### src/rtl/dma_controller.sv
// dma_controller: OAM sprite DMA ($4014) and DMC sample-fetch bus master with CPU halt/get-put alignment.
// Build option: define DMA_STALL_CNT_EN to add the stall_cycles counter output.
`default_nettype none

module dma_controller (
  input  logic        clk,
  input  logic        rst_l,
  input  logic        cpu_clk_en,
  input  logic [15:0] direct_addr,
  input  logic [7:0]  direct_data_in,
  input  logic        direct_we,
  input  logic        cpu_read_cycle,
  input  logic        dmc_re,
  input  logic [14:0] dmc_addr,
  input  logic [7:0]  mem_rd_data,
  output logic [15:0] dma_addr,
  output logic        dma_re,
  output logic        dma_we,
  output logic [7:0]  dma_wr_data,
  output logic        dma_active,
  output logic [7:0]  dmc_read_data,
  output logic        dmc_ack
`ifdef DMA_STALL_CNT_EN
  ,
  output logic [15:0] stall_cycles
`endif
);

  typedef enum logic [2:0] {
    IDLE, HALT, DUMMY, ALIGN, OAM_RD, OAM_WR, DMC_RD, RESUME
  } state_t;

  state_t      state;
  state_t      state_nxt;
  logic        phase;        // 0 = get cycle, 1 = put cycle
  logic [7:0]  page;
  logic [7:0]  idx;
  logic [7:0]  idx_nxt;
  logic        oam_pending;
  logic        dmc_req;
  logic        oam_start;

  // A request already acknowledged must not trigger a second fetch in the
  // cycle before the DMC side drops its level request.
  assign dmc_req   = dmc_re & ~dmc_ack;
  assign oam_start = direct_we & (direct_addr == 16'h4014) & ~oam_pending;
  assign idx_nxt   = (state == OAM_WR) ? idx + 8'd1 : idx;

  always_comb begin
    state_nxt = state;
    case (state)
      IDLE:    state_nxt = ((oam_pending | dmc_req) & cpu_read_cycle) ? HALT : IDLE;
      HALT:    state_nxt = dmc_req ? DUMMY : (phase ? OAM_RD : ALIGN);
      DUMMY:   state_nxt = phase ? DMC_RD : ALIGN;
      ALIGN:   state_nxt = dmc_req ? DMC_RD : (oam_pending ? OAM_RD : IDLE);
      OAM_RD:  state_nxt = OAM_WR;
      OAM_WR:  state_nxt = dmc_req ? DMC_RD : ((idx == 8'hFF) ? IDLE : OAM_RD);
      DMC_RD:  state_nxt = oam_pending ? RESUME : IDLE;
      RESUME:  state_nxt = OAM_RD;
      default: state_nxt = IDLE;
    endcase
  end

  // Outputs are decoded from the state being entered so they line up with it.
  always_ff @(posedge clk or negedge rst_l) begin
    if (!rst_l) begin
      state         <= IDLE;
      phase         <= 1'b0;
      page          <= 8'h00;
      idx           <= 8'h00;
      oam_pending   <= 1'b0;
      dma_addr      <= 16'h0000;
      dma_re        <= 1'b0;
      dma_we        <= 1'b0;
      dma_wr_data   <= 8'h00;
      dma_active    <= 1'b0;
      dmc_read_data <= 8'h00;
      dmc_ack       <= 1'b0;
    end else if (cpu_clk_en) begin
      state <= state_nxt;
      phase <= ~phase;
      idx   <= idx_nxt;
      if (oam_start) begin
        page        <= direct_data_in;
        oam_pending <= 1'b1;
      end
      if (state == OAM_WR && idx == 8'hFF) begin
        oam_pending <= 1'b0;
      end
      dma_active  <= (state_nxt != IDLE);
      dma_re      <= (state_nxt == OAM_RD) || (state_nxt == DMC_RD);
      dma_we      <= (state_nxt == OAM_WR);
      dma_addr    <= 16'h0000;
      dma_wr_data <= 8'h00;
      case (state_nxt)
        OAM_RD:  dma_addr <= {page, idx_nxt};
        OAM_WR: begin
          dma_addr    <= 16'h2004;
          dma_wr_data <= mem_rd_data;
        end
        DMC_RD:  dma_addr <= {1'b1, dmc_addr};
        default: ;
      endcase
      dmc_ack <= (state == DMC_RD);
      if (state == DMC_RD) begin
        dmc_read_data <= mem_rd_data;
      end
    end
  end

`ifdef DMA_STALL_CNT_EN
  always_ff @(posedge clk or negedge rst_l) begin
    if (!rst_l) begin
      stall_cycles <= 16'h0000;
    end else if (cpu_clk_en && dma_active) begin
      stall_cycles <= stall_cycles + 16'd1;
    end
  end
`endif

endmodule

`default_nettype wire

### config.mk
export PLATFORM = sky130hd
export DESIGN_NAME = dma_controller
export DESIGN_NICKNAME = d
export VERILOG_FILES = /design/src/rtl/dma_controller.sv
export SDC_FILE = /design/constraint.sdc
export NUM_CORES = 1
export LEC_CHECK = 0
export BUFFER_PORTS_ARGS = -buffer_cell sky130_fd_sc_hd__buf_2
export CAP_MARGIN = 20
export CORE_MARGIN = 2
export CORE_UTILIZATION = 40
export DETAILED_ROUTE_END_ITERATION = 12
export HOLD_SLACK_MARGIN = 0.02
export PLACE_DENSITY = 0.68
export SLEW_MARGIN = 25
export SYNTH_ARGS = -nofsm -noshare
export SYNTH_HDL_FRONTEND = slang
export SYNTH_SLANG_ARGS = --single-unit
### constraint.sdc
create_clock -name clk -period 1.7 [get_ports clk]
set_clock_uncertainty 0.1 [all_clocks]
set_input_delay 0.255 -clock clk [delete_from_list [all_inputs] [get_ports clk]]
set_output_delay 0.255 -clock clk [all_outputs]
set_load 0.02 [all_outputs]
Yosys cells after proc, flatten, opt, wreduce, memory -nomap -nowiden. Cells that the tools add are included.

Logic and storage cells: 56. Output and inout port bits: 36. Bits in registers: 57.

$add $sub $neg: 1. Eq/ne operators: 12. Bitwise logic cells: 8. Muxes and demuxes: 15. Reductions and logical operators: 8.

Operators by type and width (number): $pmux W16 S3 (1); $mux W3 (8); $pmux W3 S8 (1); $eq A3 B3 Y1 const B (7); $eq A16 B15 Y1 const B (1); $mux W8 (2); $add A8 B1 Y8 const B (1); $eq A8 B8 Y1 const B (1); $eq A3 B2 Y1 const B (2); $reduce_and A2 Y1 (3); $and A1 B1 Y1 (4); $eq A3 B1 Y1 const B (1); $logic_not A3 Y1 (1); $mux W1 (3); $not A1 Y1 (3); $reduce_bool A3 Y1 (1); $reduce_bool A2 Y1 (1); $logic_and A1 B1 Y1 (1); $logic_or A1 B1 Y1 (1); $or A1 B1 Y1 (1).

Depth between registers and ports, before layout.
Depth after elaboration: 8. Depth in mapped cells: 7. Depth with buffers taken out: 6.

Worst setup path before layout. No wires, ideal clock.

Path kind: reg-to-reg. Start: register idx[0]. End: register dma_re. Setup time: 0.131 ns. Period minus slack after synthesis: 1.843 ns. Arrival: 1.612 ns. Required time: 1.469 ns. Cell stages (with the launch flop): 8. Path slack: -0.143 ns. Cell sequence: dfrtp_1 ha_1 nand3_2 nor3_2 nor2_1 o311ai_4 buf_8 o21ai_2.

Word-level cells in the longest chain between the ends: 6.

Ends and longest elaborated chain: start: declaration (RTL line 37) `logic [7:0] idx;`; start signal: assignment (RTL line 82) `idx <= idx_nxt;`; $eq A8 B8 Y1 * (RTL line 57) `OAM_WR: state_nxt = dmc_req ? DMC_RD : ((idx == 8'hFF) ? IDLE : OAM_RD);`; $mux W3 * (2 in a row) (RTL line 57); $pmux W3 S8 * (RTL line 51) `case (state)`; $eq A3 B3 Y1 (RTL line 91) `dma_re <= (state_nxt == OAM_RD) || (state_nxt == DMC_RD);`; $logic_or A1 B1 Y1 * (RTL line 91); end signal: assignment (RTL line 91); end: declaration (RTL line 17) `output logic dma_re,`.

Mark *: on every way between the ends. The rest lies on a longest branch, timed or not. A chain may end at the register's enable or synchronous reset.

Worst setup path after layout.
Start: register state[1]. End: register dma_addr[8].

Word-level cells in the longest chain between the ends: 4.

Ends and longest elaborated chain: start: declaration (RTL line 33) `state_t state;`; start signal: assignment (RTL line 80) `state <= state_nxt;`; $eq A3 B3 Y1 (tied with other cells) (RTL line 51); $pmux W3 S8 * (RTL line 51); $eq A3 B3 Y1 (RTL line 95) `case (state_nxt)`; $pmux W16 S3 * (RTL line 95); end signal: assignment (RTL line 96) `OAM_RD: dma_addr <= {page, idx_nxt};`; end signal: assignment (RTL line 101) `DMC_RD: dma_addr <= {1'b1, dmc_addr};`; end: declaration (RTL line 16) `output logic [15:0] dma_addr,`.

Marks and branches as above.

==> metrics.yaml <==
run_status: "finished with violations"
failed_checks: "negative setup slack"
layout_min_cycle_time_ns: 1.80
placed_area_um2: 3530
cts_tree: "built"
report.final.hold_viol_count: 0
coreArea_um2: 6760
synthesis.area_um2: 2790
fmax_ghz: 0.556
synth.area.top_cells: "sky130_fd_sc_hd__dfrtp_1, sky130_fd_sc_hd__mux2_2, sky130_fd_sc_hd__mux2i_1, sky130_fd_sc_hd__o2bb2ai_2, sky130_fd_sc_hd__xor2_1"
first_pass_iters: 4
final-setup-viol-count: 16
yosys.cell_count.top_type: "sky130_fd_sc_hd__dfrtp_1"
critical_path_peak_fanout: 8
drt_first_iter_violations: 94
worst_slew_margin_rel: 0.712
synth-edff-count: 0
post-synth-top-area-fraction: 0.511
tritoncts.num_buffers: 9
numPortBuffers: 88
area_growth_pct: 44.8
finalWorstSetupSlack_ns: -0.0978
cell_count_post_placement: 402
fin_nets: 394
finalWirelength_um: 6860
avgViaCountPerCell: 5.16
timing.final.max_slew_violations: 0
post_layout_nonfiller_instances: 425
number_of_global_route_vias_before_repair: 2223
fp.dieW_um: 87.5
reg2reg_to: "dma_addr[8]$_DFFE_PN0P_"
worst-endpoint-arrival_ns: 1.92
initial_core_util: 0.413
post-synth-top-area-cell: "sky130_fd_sc_hd__dfrtp_1"
synth_area_per_cell_um2: 12.9
largest_net_degree_at_the_start_of_global_routing: 58
gp_congestion: 0.817
grt.overflow.total: 0
worstHoldPathType: "primary input to flop"
rows: 30
worst_slew_pin_slew_ns: 0.432
postLayoutCellArea_um2: 4040
r2r-start: "state[1]$_DFFE_PN0P_"
clock_sinks: 57
detail_route.drc_violations: 0
clk_pin_slew_worst_paths_ns: 0.07
post_synth_most_frequent_cells: "sky130_fd_sc_hd__dfrtp_1, sky130_fd_sc_hd__mux2_2, sky130_fd_sc_hd__mux2i_1"
net_count_after_synthesis: 271
final.fill_count: 563
netlist-cell-type-count: 51
timing.hold.worst_path_depth: 2
cts_max_level: 3
route.antenna.remaining_nets: 0
n_antenna_cell: 0
timing.hold.worst_endpoint: "page[7]$_DFFE_PN0P_"
postSynthCellCount: 217
irDropWorstVdd_mv: 1.04
setup_repair_after_global_routing_missed_its_margin: "yes"
post-route-period-util: 1.06
clk_root_buffer_cell: "sky130_fd_sc_hd__clkbuf_8"
insertion_delay_ns: 0.33
path_class: "flop to flop"
leakage_nw: 1.95
critPathLaunchType: "flop"
worst_setup_path_end_kind: "flop"
detail_placement_hpwl_um: 4540
grt_pass1_wl_um: 10800
synth_warnings: 0
routed-via-count: 2193
asyncSetResetFlopFracSynth: 1.00
utilization: 0.598
avgRoutedWirePerCell_um: 16.1
io-pin-count: 89
dieArea_um2: 7660
gr_usage_total: 0.183
reg2regPathDepth: 6
synth-seq-cells: 57
synth_flop_cell: "sky130_fd_sc_hd__dfrtp_1"
grt_antenna_before_repair: 0
post_route_cells_drive_above_1_share: 0.603
cap_violations: 0
cts_max_path_buffers: 2
synth-seq-area-share: 0.511
required_time_of_the_worst_setup_path_ns: 1.82
hold_path_startpoint: "direct_data_in[7]"
finalPower_mw: 6.70
power_density_nw_per_um2: 1660
slack_of_the_worst_reg_to_reg_path_ns: -0.1
die_h_um: 87.5
## worst max-delay path, cell delays in order (launching register included)
cell	delay [ns]
sky130_fd_sc_hd__dfrtp_1	0.41
sky130_fd_sc_hd__nand2b_4	0.17
sky130_fd_sc_hd__o21a_4	0.20
sky130_fd_sc_hd__o221ai_4	0.28
sky130_fd_sc_hd__buf_12	0.21
sky130_fd_sc_hd__mux2i_2	0.24
sky130_fd_sc_hd__o2bb2ai_2	0.08
## sequential cells by signal, summed over array words and instances (netlist names), 3 cells and up
name / count
state: 3
dma_wr_data: 8
page: 8
dmc_read_data: 8
idx: 8
dma_addr: 16
## report_power, final
group          internal, mW  switching, mW
logic                  1.61           1.64
registers              1.73          0.279
clock network         0.900          0.539
## logic make-up after synthesis
kind of cell / after synthesis / synth area share
fa+ha+maj: 1 / 0.00448
flops: 57 / 0.511
mux: 33 / 0.126
compound gates: 45 / 0.159
simple gates: 49 / 0.110
xor+xnor: 15 / 0.0471
buf+inv: 17 / 0.0421
## placed cells by master, fill, tap and decap left out, types with 5 or more instances in the layout
| cell type | synthesis | layout |
|---|---|---|
| sky130_fd_sc_hd__buf_2 | 3 | 88 |
| sky130_fd_sc_hd__dfrtp_1 | 57 | 53 |
| sky130_fd_sc_hd__buf_4 | 2 | 25 |
| sky130_fd_sc_hd__mux2_2 | 15 | 15 |
| sky130_fd_sc_hd__o2bb2ai_2 | 10 | 12 |
| sky130_fd_sc_hd__clkbuf_8 | 0 | 11 |
| sky130_fd_sc_hd__mux2i_1 | 15 | 9 |
| sky130_fd_sc_hd__xor2_1 | 9 | 9 |
| sky130_fd_sc_hd__nand2_1 | 8 | 8 |
| sky130_fd_sc_hd__nor2_1 | 9 | 8 |
| sky130_fd_sc_hd__a22o_1 | 8 | 8 |
| sky130_fd_sc_hd__o21ai_1 | 2 | 7 |
| sky130_fd_sc_hd__xnor2_1 | 6 | 6 |
| sky130_fd_sc_hd__buf_12 | 1 | 5 |
## timing repair
action,in CTS,in global routing
cloned,1,0
resized for setup,13,34
setup buffers,2,4
hold endpoints to repair,57,0
endpoints found under the setup margin,17,29
hold buffers,1,0
pin swaps,4,2
## layout make-up
class                   count  area (um^2)  share of cell area
clock buffers              11          151              0.0375
clock inverters             5         77.6              0.0192
inverters                   5         18.8             0.00465
multi-input cells         143         1450               0.359
flip-flops and latches     57         1430               0.354
well taps                  80          100              0.0248
repair buffers            124          811               0.201
## stage by stage
stage | hold WS [ns] | setup TNS (ns) | worst slack (ns)
after floorplan | -0.141 | -0.980 | -0.108
after global placement | 0.184 | -2.46 | -0.233
after detailed placement | 0.186 | -3.26 | -0.271
after CTS | 0.0272 | -0.964 | -0.0734
after global routing | 0.0413 | -2.17 | -0.146
final | 0.0401 | -1.20 | -0.0978
## metal layers
layer / part of all wire / wire, um / track usage / vias up
met5: 0 / 0 / 0 / -
met4: 0.0012 / 8 / 0.0462 / 0
met3: 0.060 / 412 / 0.0588 / 2
met2: 0.52 / 3560 / 0.302 / 77
met1: 0.42 / 2880 / 0.235 / 1068
li1: - / - / - / 1046
## worst max path at each step
stage                     cells past startpoint                  from                  endpoint  slack, ns
after floorplan                               6   dmc_ack$_DFFE_PN0P_        dma_re$_DFFE_PN0P_      -0.11
after global placement                        7        direct_addr[8]       page[3]$_DFFE_PN0P_      -0.23
after detailed placement                      7        direct_addr[8]       page[3]$_DFFE_PN0P_      -0.27
after CTS                                     6   dmc_ack$_DFFE_PN0P_   dma_addr[1]$_DFFE_PN0P_      -0.07
after global routing                          6   dmc_ack$_DFFE_PN0P_  dma_addr[13]$_DFFE_PN0P_      -0.15
final                                         6  state[1]$_DFFE_PN0P_   dma_addr[8]$_DFFE_PN0P_       -0.1
Note: power is estimated with default switching activity, not from simulation.
